<file path="config.mk">
export PLATFORM = sky130hd
export DESIGN_NAME = reg_file_param
export DESIGN_NICKNAME = d
export VERILOG_FILES = /design/src/rtl/reg_file_param.sv
export SDC_FILE = /design/constraint.sdc
export NUM_CORES = 1
export LEC_CHECK = 0
export CAP_MARGIN = 25
export CORE_MARGIN = 2
export CORE_UTILIZATION = 59
export DETAILED_ROUTE_END_ITERATION = 8
export PLACE_DENSITY_LB_ADDON = 0.12
export SLEW_MARGIN = 20
export SYNTH_ARGS = -nofsm -noshare
export SYNTH_HDL_FRONTEND = slang
export SYNTH_SLANG_ARGS = --single-unit
export TNS_END_PERCENT = 1
</file>
<file path="constraint.sdc">
create_clock -name clock -period 11.1 [get_ports clock]
set_clock_uncertainty 0.1 [all_clocks]
set_input_delay 2.22 -clock clock [delete_from_list [all_inputs] [get_ports clock]]
set_output_delay 2.22 -clock clock [all_outputs]
set_load 0.03 [all_outputs]
</file>
<file path="src/rtl/reg_file_param.sv">
// Parametrised register file: NUM_RD combinational read ports, one write port, and a
// sequential clear engine. Optional write-to-read bypass is enabled by REG_FILE_BYPASS_EN.
module reg_file_param #(
    parameter int DATA_W   = 32,
    parameter int ADDR_W   = 5,
    parameter int NUM_RD   = 2,
    parameter int ZERO_REG = 1
) (
    input  logic                     clock,
    input  logic                     reset_n,
    input  logic [NUM_RD*ADDR_W-1:0] addr_rs,
    output logic [NUM_RD*DATA_W-1:0] data_rs,
    input  logic [ADDR_W-1:0]        addr_rd,
    input  logic [DATA_W-1:0]        data_rd,
    input  logic                     write_enable,
    input  logic                     clear_req,
    output logic                     ready
);

    localparam int DEPTH = 2**ADDR_W;

    localparam logic [0:0] INIT = 1'b0;
    localparam logic [0:0] RUN  = 1'b1;

    logic [0:0]        state;
    logic [ADDR_W-1:0] clr_cnt;
    logic [DATA_W-1:0] mem [DEPTH];
    logic              write_ok;

    assign ready    = (state == RUN);
    assign write_ok = write_enable && !((ZERO_REG != 0) && (addr_rd == '0));

    // clr_cnt wraps to zero on its own as the last entry is cleared
    always_ff @(posedge clock or negedge reset_n) begin
        if (!reset_n) begin
            state   <= INIT;
            clr_cnt <= '0;
        end else begin
            case (state)
                INIT: begin
                    clr_cnt <= clr_cnt + 1'b1;
                    if (&clr_cnt) begin
                        state <= RUN;
                    end
                end
                RUN: begin
                    if (clear_req) begin
                        state   <= INIT;
                        clr_cnt <= '0;
                    end
                end
                default: begin
                    state   <= INIT;
                    clr_cnt <= '0;
                end
            endcase
        end
    end

    // The array has no reset; the clear engine is what makes its contents defined
    always_ff @(posedge clock) begin
        if (state == INIT) begin
            mem[clr_cnt] <= '0;
        end else if (write_ok) begin
            mem[addr_rd] <= data_rd;
        end
    end

    for (genvar i = 0; i < NUM_RD; i++) begin : g_rd
        logic [ADDR_W-1:0] ra;
        logic              zero_hit;
        logic              byp_hit;

        assign ra       = addr_rs[i*ADDR_W +: ADDR_W];
        assign zero_hit = (ZERO_REG != 0) && (ra == '0);
`ifdef REG_FILE_BYPASS_EN
        assign byp_hit  = write_enable && (addr_rd == ra);
`else
        assign byp_hit  = 1'b0;
`endif

        assign data_rs[i*DATA_W +: DATA_W] = ((state != RUN) || zero_hit) ? '0 :
                                             byp_hit ? data_rd : mem[ra];
    end

endmodule
</file>
=== Word level (Yosys, flattened, before mapping) ===
Memory sizes are Yosys's and may differ from the RTL's.
Index checks and enable logic that the tools add are counted.

* Output and inout port bits: 65
* Bits in writable memories: 1024
* Register bits after elaboration: 6
* Memories kept: 1

* Bitwise operators: 1
* Equality and inequality tests: 1
* $add $sub $neg: 1
* Reductions and logical operators: 9
* Muxes and demuxes: 14

{| class="wikitable"
|+ Memory list
! memory !! words !! width !! rd ports !! clocked after Yosys merged registers in !! wr ports !! line !! text
|-
| mem || 32 || 32 || 2 || 0 || 1 || 27 || <nowiki>logic [DATA_W-1:0] mem [DEPTH];</nowiki>
|}

{| class="wikitable"
|+ Operators with widths
! cell !! number
|-
| $mux 32 || 3
|-
| $reduce_or 32->1 || 1
|-
| $logic_not 5->1 || 3
|-
| $mux 5 || 2
|-
| $pmux 5 s2 || 1
|-
| $mux 1 || 7
|-
| $add 5x1->5 const B || 1
|-
| $reduce_and 5->1 || 1
|-
| $logic_or 1x1->1 || 2
|-
| $ne 2x2->1 const B || 1
|-
| $pmux 1 s2 || 1
|-
| $logic_and 1x1->1 || 1
|-
| $logic_not 1->1 || 1
|-
| $not 1->1 || 1
|}

=== Logic depth before layout (Yosys ltp) ===
Gate-level depths: netlist of the first run.

* Depth in word-level cells: 8
* Mapped depth: 9
* Mapped depth without buffers: 5

=== Worst setup path after synthesis of the first run ===
OpenSTA, ideal clock, no wires.

* Path kind: input to output
* Start point: input port addr_rs[7]
* End point: output port data_rs[42]
* Slack: 4.622 ns
* Path buffers: 3
* Stages on the path: 7
* Data required time: 8.780 ns
* Arrival: 4.158 ns
* Cell sequence: buf_2 -> or3b_2 -> clkbuf_1 -> clkbuf_1 -> o22ai_1 -> a2111oi_2 -> a211oi_1

* Longest elaborated chain between the ends: 3
* Elaborated cells between the ends (all ways): 4
* Classes of those cells: mux: 1; reduce/logical: 2; memory: 1

{| class="wikitable"
|+ Ends and longest elaborated chain
! what !! line !! text
|-
| start, declared || 11 || <nowiki>input logic [NUM_RD*ADDR_W-1:0] addr_rs,</nowiki>
|-
| branches (longest 2 deep; another with $mem_v2 32x32) || -- ||
|-
| $mux 32 * || 82 || <nowiki>assign data_rs[i*DATA_W +: DATA_W] = ((state != RUN) || zero_hit) ? '0 :</nowiki>
|-
| end, declared || 12 || <nowiki>output logic [NUM_RD*DATA_W-1:0] data_rs,</nowiki>
|}

Mark *: on every way between the ends.

=== Worst setup path in the final report of the first run ===
* Start point: input port addr_rs[7]
* End point: output port data_rs[32]

The elaborated chain is that of the path after synthesis.

==> impl_metrics.env, run 1 <==
export IMPL_outcome="completed"
export IMPL_post_route_period_util_pct=78.6
export IMPL_crit_fanout=62
export IMPL_setup_tns_ps=0
export IMPL_cts_setup_buffers=0
export IMPL_start_util_pct=59.4
export IMPL_die_h_um=289
export IMPL_gp_congestion=0.845
export IMPL_postRouteAntennaNets=0
export IMPL_drv_cap=0
export IMPL_post_dp_hpwl_um=75100
export IMPL_leakage_nw=17.5
export IMPL_avgSynthCellArea_um2=20.3
export IMPL_required_ps=8780
export IMPL_ys_top_cells_by_area="edfxtp_1, mux4_2, mux2i_1, o221ai_1, buf_2"
export IMPL_io_pins=116
export IMPL_track_usage_pct=34.9
export IMPL_synthDistinctLibCells=46
export IMPL_min_path_type="reg -> reg"
export IMPL_synth_top_area_share_pct=64.4
export IMPL_rsz0062_at_grt="no"
export IMPL_yosys_register_bits=1030
export IMPL_worst_ep_arrival_time_ps=6410
export IMPL_core_area_um2=80400
export IMPL_wl_um=143000
export IMPL_final_cell_count_no_fill=3627
export IMPL_die_w_um=289
export IMPL_numCtsBuffers=106
export IMPL_drc=0
export IMPL_power_density_nw_per_um2=194
export IMPL_seq_power_share_pct=48.1
export IMPL_hold_viol_final=0
export IMPL_yosys_area_top_type="edfxtp_1"
export IMPL_synth_edf_count=1024
export IMPL_port_buffers=115
export IMPL_worst_slew_pin_slew_ps=1060
export IMPL_placed_cells=3412
export IMPL_async_flop_share_pct=0.583
export IMPL_antenna_found_initial=5
export IMPL_cts_root_buf="clkbuf_16"
export IMPL_hp_start="clr_cnt[3]$_DFFE_PN0P_"
export IMPL_critPathLaunch="addr_rs[7]"
export IMPL_internal_power_w=0.00754
export IMPL_fill_cells=5149
export IMPL_p_sw_w=0.00289
export IMPL_htreeDepth=3
export IMPL_die_area_um2=83300
export IMPL_sw_frac_of_total_pct=27.7
export IMPL_drive_above_1_share_pct=29.8
export IMPL_seq_area_frac_synth_pct=64.7
export IMPL_clock_fmax_mhz=115
export IMPL_overflow=0
export IMPL_yosysMostFrequentCell="edfxtp_1"
export IMPL_drt_first_iter_violations=4042
export IMPL_ir_worst_vdd_v=0.000187
export IMPL_hold_buffers=0
export IMPL_rrSetupSlack_ps=6990
export IMPL_syn_inst=2358
export IMPL_final_max_slew_viol_count=0
export IMPL_maxSlewHeadroom_pct=29.1
export IMPL_end_kind="output port"
export IMPL_min_period_ps=8730
export IMPL_clock_sinks=1030
export IMPL_vias_per_cell=7.62
export IMPL_vias=27700
export IMPL_grt_pass1_wl_um=203000
export IMPL_wl_per_cell_um=39.4
export IMPL_crit_reg2reg_launch="ready$_DFF_PN0_"
export IMPL_grt_start_max_net_pins=131
export IMPL_worstSetupPathType="in -> out"
export IMPL_fin_nets=2529
export IMPL_std_cell_rows=104
export IMPL_cts_tree="yes"
export IMPL_clk_path_buf_depth=3
export IMPL_syn_nets=2411
export IMPL_clk_pin_slew_worst_paths_ps=60
export IMPL_start_kind="primary input"
export IMPL_yosysWarnings=0
export IMPL_ys_flop_type="edfxtp_1"
export IMPL_clkLatencyLatePin_ps=690
export IMPL_ys_top_cells_by_count="edfxtp_1, mux4_2, mux2i_1"
export IMPL_area_delta_synth_final_pct=12.6
export IMPL_drt_pass1_iter_count=7
export IMPL_power_frac_comb_pct=17.6
export IMPL_clockPowerShare_pct=34.3
export IMPL_first_global_vias=27900
export IMPL_netlist_area_um2=47800
export IMPL_cts_resized=0
export IMPL_setup_violations=0
==> routing by layer <==
metal  vias up  global-route usage [%]  wire (um)
met4         4                    12.6       5780
met3       355                    7.04      17900
met1     14500                    49.8      51600
met2      2141                    54.5      67500
li1      10600                       -          -
met5         -                       0         24
==> worst max-delay path, cell delays in order <==
cell and delay, ps:
buf_6 540, buf_4 580, or3b_2 910, o221ai_1 330, a21oi_1 80, a211oi_1 820, clkdlybuf4s50_1 840
==> registers in the layout, indices dropped and copies added (netlist names) <==
signal	flops
ready	1
mem	1024
clr_cnt	5
==> cell usage in the layout (no fill, tap or decap), types with 3 or more instances in the layout <==
cell type and instances:
o22ai_1 37, clkdlybuf4s50_1 108, clkinvlp_4 4, nand3b_1 5, a2111oi_0 12, dfrtp_1 6, a21oi_1 34, nor3b_1 3
diode_2 3, nand2_1 9, edfxtp_1 1024, buf_12 6, a22oi_1 32, bufinv_16 12, clkbuf_16 111, clkinv_1 29
nor2_4 15, o221ai_1 63, buf_4 72, inv_1 8, mux2i_1 255, nor3_1 5, o22a_1 33, buf_8 17
nor3_2 17, clkbuf_1 19, a31oi_1 4, a2111oi_2 19, nor4_1 3, nor2_1 5, and2_2 7, clkinv_2 19
mux4_2 449, and2_1 25, a211oi_1 31, a22o_1 31
==> cells by family (layout without fill, tap and decap cells) <==
kind of cell / count (synthesis) / count (layout) / share of synthesized area [%]
flip-flops: 1030 / 1030 / 64.7
multiplexers: 704 / 704 / 26.5
AO/OA/AOI/OAI: 306 / 306 / 5.18
buffers and inverters: 204 / 410 / 2.28
AND/OR/NAND/NOR: 110 / 110 / 1.28
adder cells (fa/ha/maj): 2 / 2 / 0.0524
XOR/XNOR: 2 / 2 / 0.0367
other: 0 / 3 / 0
==> worst paths after layout <==
| kind | cells past startpoint | to |
|---|---|---|
| min in group asynchronous | 1 | clr_cnt[3]$_DFFE_PN0P_ |
| setup reg to reg | 7 | mem[14][24]$_DFFE_PP_ |
| max in group asynchronous | 1 | clr_cnt[1]$_DFFE_PN0P_ |
| setup / recovery | 7 | data_rs[32] |
| hold reg to reg | 2 | clr_cnt[3]$_DFFE_PN0P_ |
| hold / removal | 2 | clr_cnt[3]$_DFFE_PN0P_ |
==> power groups by stage <==
stage | registers, W | logic, W | clock network (W)
after global routing | 0.00505 | 0.00188 | 0.00374
after global placement | 0.00505 | 0.00177 | 0
after CTS | 0.00501 | 0.00180 | 0.00359
after floorplan | 0.00502 | 0.00103 | 0
final | 0.00501 | 0.00184 | 0.00357
after detailed placement | 0.00509 | 0.00179 | 0
==> final cells by class <==
class | instances | area [um^2] | area share (%)
Timing Repair Buffer | 206 | 2050 | 3.80
Sequential cell | 1030 | 30900 | 57.4
Tap cell | 1060 | 1330 | 2.46
Clock inverter | 66 | 612 | 1.14
Multi-Input combinational cell | 1124 | 16100 | 29.8
Antenna cell | 3 | 7.51 | 0.0139
Inverter | 8 | 30.0 | 0.0558
Clock buffer | 130 | 2850 | 5.29
==> through the flow <==
stage                     worst slack (ps)  power, W  hold slack (ps)  instance area [um^2]  util [%]
final                                 2370    0.0104              543                 53800      66.9
after global placement                2450   0.00683              516                 50100      62.3
after floorplan                       4620   0.00605              477                 47800         -
after global routing                  2370    0.0107              581                 53800      66.9
after detailed placement              2450   0.00688              527                 50100      62.3
after CTS                             2460    0.0104              543                 53600      66.6
(Power assumes the default switching activity.)
==> run 2, diff against run 1 <==
- clock period: 11.1 -> 8.5 ns (I/O delays scaled with it)
==> impl_metrics.env, run 2 (synthesis results as in run 1) <==
export IMPL_clock_fmax_mhz=134
export IMPL_drv_cap=0
export IMPL_core_area_um2=80400
export IMPL_setup_violations=0
export IMPL_gp_congestion=0.840
export IMPL_leakage_nw=17.6
export IMPL_vias_per_cell=7.63
export IMPL_required_ps=6700
export IMPL_postRouteAntennaNets=0
export IMPL_power_density_nw_per_um2=252
export IMPL_first_global_vias=28500
export IMPL_area_delta_synth_final_pct=13.0
export IMPL_wl_per_cell_um=38.5
export IMPL_fill_cells=5144
export IMPL_hold_viol_final=0
export IMPL_cts_tree="yes"
export IMPL_worstRegToRegCells=6
export IMPL_die_h_um=289
export IMPL_worst_slew_pin_slew_ps=1100
export IMPL_final_max_slew_viol_count=0
export IMPL_setup_tns_ps=0
export IMPL_largest_reg_flops=1024
export IMPL_end_kind="output port"
export IMPL_io_pins=116
export IMPL_drc=0
export IMPL_clk_path_buf_depth=3
export IMPL_worstSetupPathType="in -> out"
export IMPL_overflow=0
export IMPL_start_util_pct=59.4
export IMPL_wl_um=140000
export IMPL_htreeDepth=3
export IMPL_clkLatencyLatePin_ps=680
export IMPL_dp_slack_ps=1110
export IMPL_clock_sinks=1030
export IMPL_start_kind="primary input"
export IMPL_drt_pass1_iter_count=8
export IMPL_fin_nets=2546
export IMPL_cts_root_buf="clkbuf_16"
export IMPL_seq_area_um2=30900
export IMPL_crit_fanout=22
export IMPL_std_cell_rows=104
export IMPL_die_w_um=289
export IMPL_die_area_um2=83300
export IMPL_fin_ws_ps=1040
export IMPL_final_common_cell="edfxtp_1"
export IMPL_rsz0062_at_grt="no"
export IMPL_top_register="mem"
export IMPL_cts_resized=0
export IMPL_final_cell_mix="edfxtp_1, mux4_2, mux2i_1"
export IMPL_numCtsBuffers=102
export IMPL_grt_start_max_net_pins=115
export IMPL_outcome="completed"
export IMPL_grt_pass1_wl_um=200000
export IMPL_track_usage_pct=34.4
export IMPL_hold_buffers=0
export IMPL_port_buffers=115
export IMPL_min_period_ps=7460
export IMPL_post_route_period_util_pct=87.7
export IMPL_vias=27800
export IMPL_antenna_found_initial=5
export IMPL_maxSlewHeadroom_pct=26.7
export IMPL_min_path_type="reg -> reg"
export IMPL_worst_ep_arrival_time_ps=5660
export IMPL_min_path_cells=2
export IMPL_ir_worst_vdd_v=0.000199
export IMPL_cts_setup_buffers=0
export IMPL_multi_input_area_um2=16000
export IMPL_post_dp_hpwl_um=77200
export IMPL_drive_above_1_share_pct=30.4
export IMPL_drt_first_iter_violations=3893
export IMPL_clk_pin_slew_worst_paths_ps=60
run 2: final cells by class:
class                      instances  share of cell area [%]
sequential                      1030                    57.3
multi-input combinational       1124                    29.7
clock buffer                     116                    4.83
timing repair buffer             227                    4.12
tap                             1060                    2.46
clock inverter                    74                    1.55
inverter                           8                  0.0556
antenna                            3                  0.0139
run 2: metrics by stage:
step                      hold WS [ps]  total power (W)  std cells  util [%]  cell area [um^2]
after floorplan                    477          0.00791       2358         -             47800
after global placement             501          0.00887       3429      62.5             50200
after detailed placement           512          0.00896       3431      62.5             50300
after CTS                          521           0.0136       3621      66.8             53700
after global routing               579           0.0139       3639      67.1             54000
final                              530           0.0136       3642      67.1             54000
run 2: where the power goes:
group,switching (W),leakage (nW),internal [W]
Clock,0.00196,1.67,0.00270
Sequential,0.000262,9.63,0.00629
Combinational,0.00154,6.28,0.000835
Total,0.00377,17.6,0.00982
run 2: per-layer routing:
layer	wire, um	part of all wire [%]	global-route usage [%]
met2	65200	46	52.5
met4	6060	4.3	13.2
met3	18500	13	8.10
met1	50500	36	49.0
met5	26	0.019	0
run 2: worst paths after layout:
check,start,to,slack (ps)
min in group asynchronous,reset_n,clr_cnt[4]$_DFFE_PN0P_,1160
max in group asynchronous,reset_n,clr_cnt[0]$_DFFE_PN0P_,6900
hold / removal,clr_cnt[3]$_DFFE_PN0P_,clr_cnt[3]$_DFFE_PN0P_,530
setup / recovery,addr_rs[8],data_rs[38],1040
setup reg to reg,ready$_DFF_PN0_,mem[0][29]$_DFFE_PP_,4640
hold reg to reg,clr_cnt[3]$_DFFE_PN0P_,clr_cnt[3]$_DFFE_PN0P_,530
run 2: critical path, cell delays in order:
cell	delay (ps)
clkdlybuf4s50_1	740
or3b_2	960
buf_4	400
o221ai_1	200
a21oi_1	80
a211oi_1	750
clkdlybuf4s50_1	820
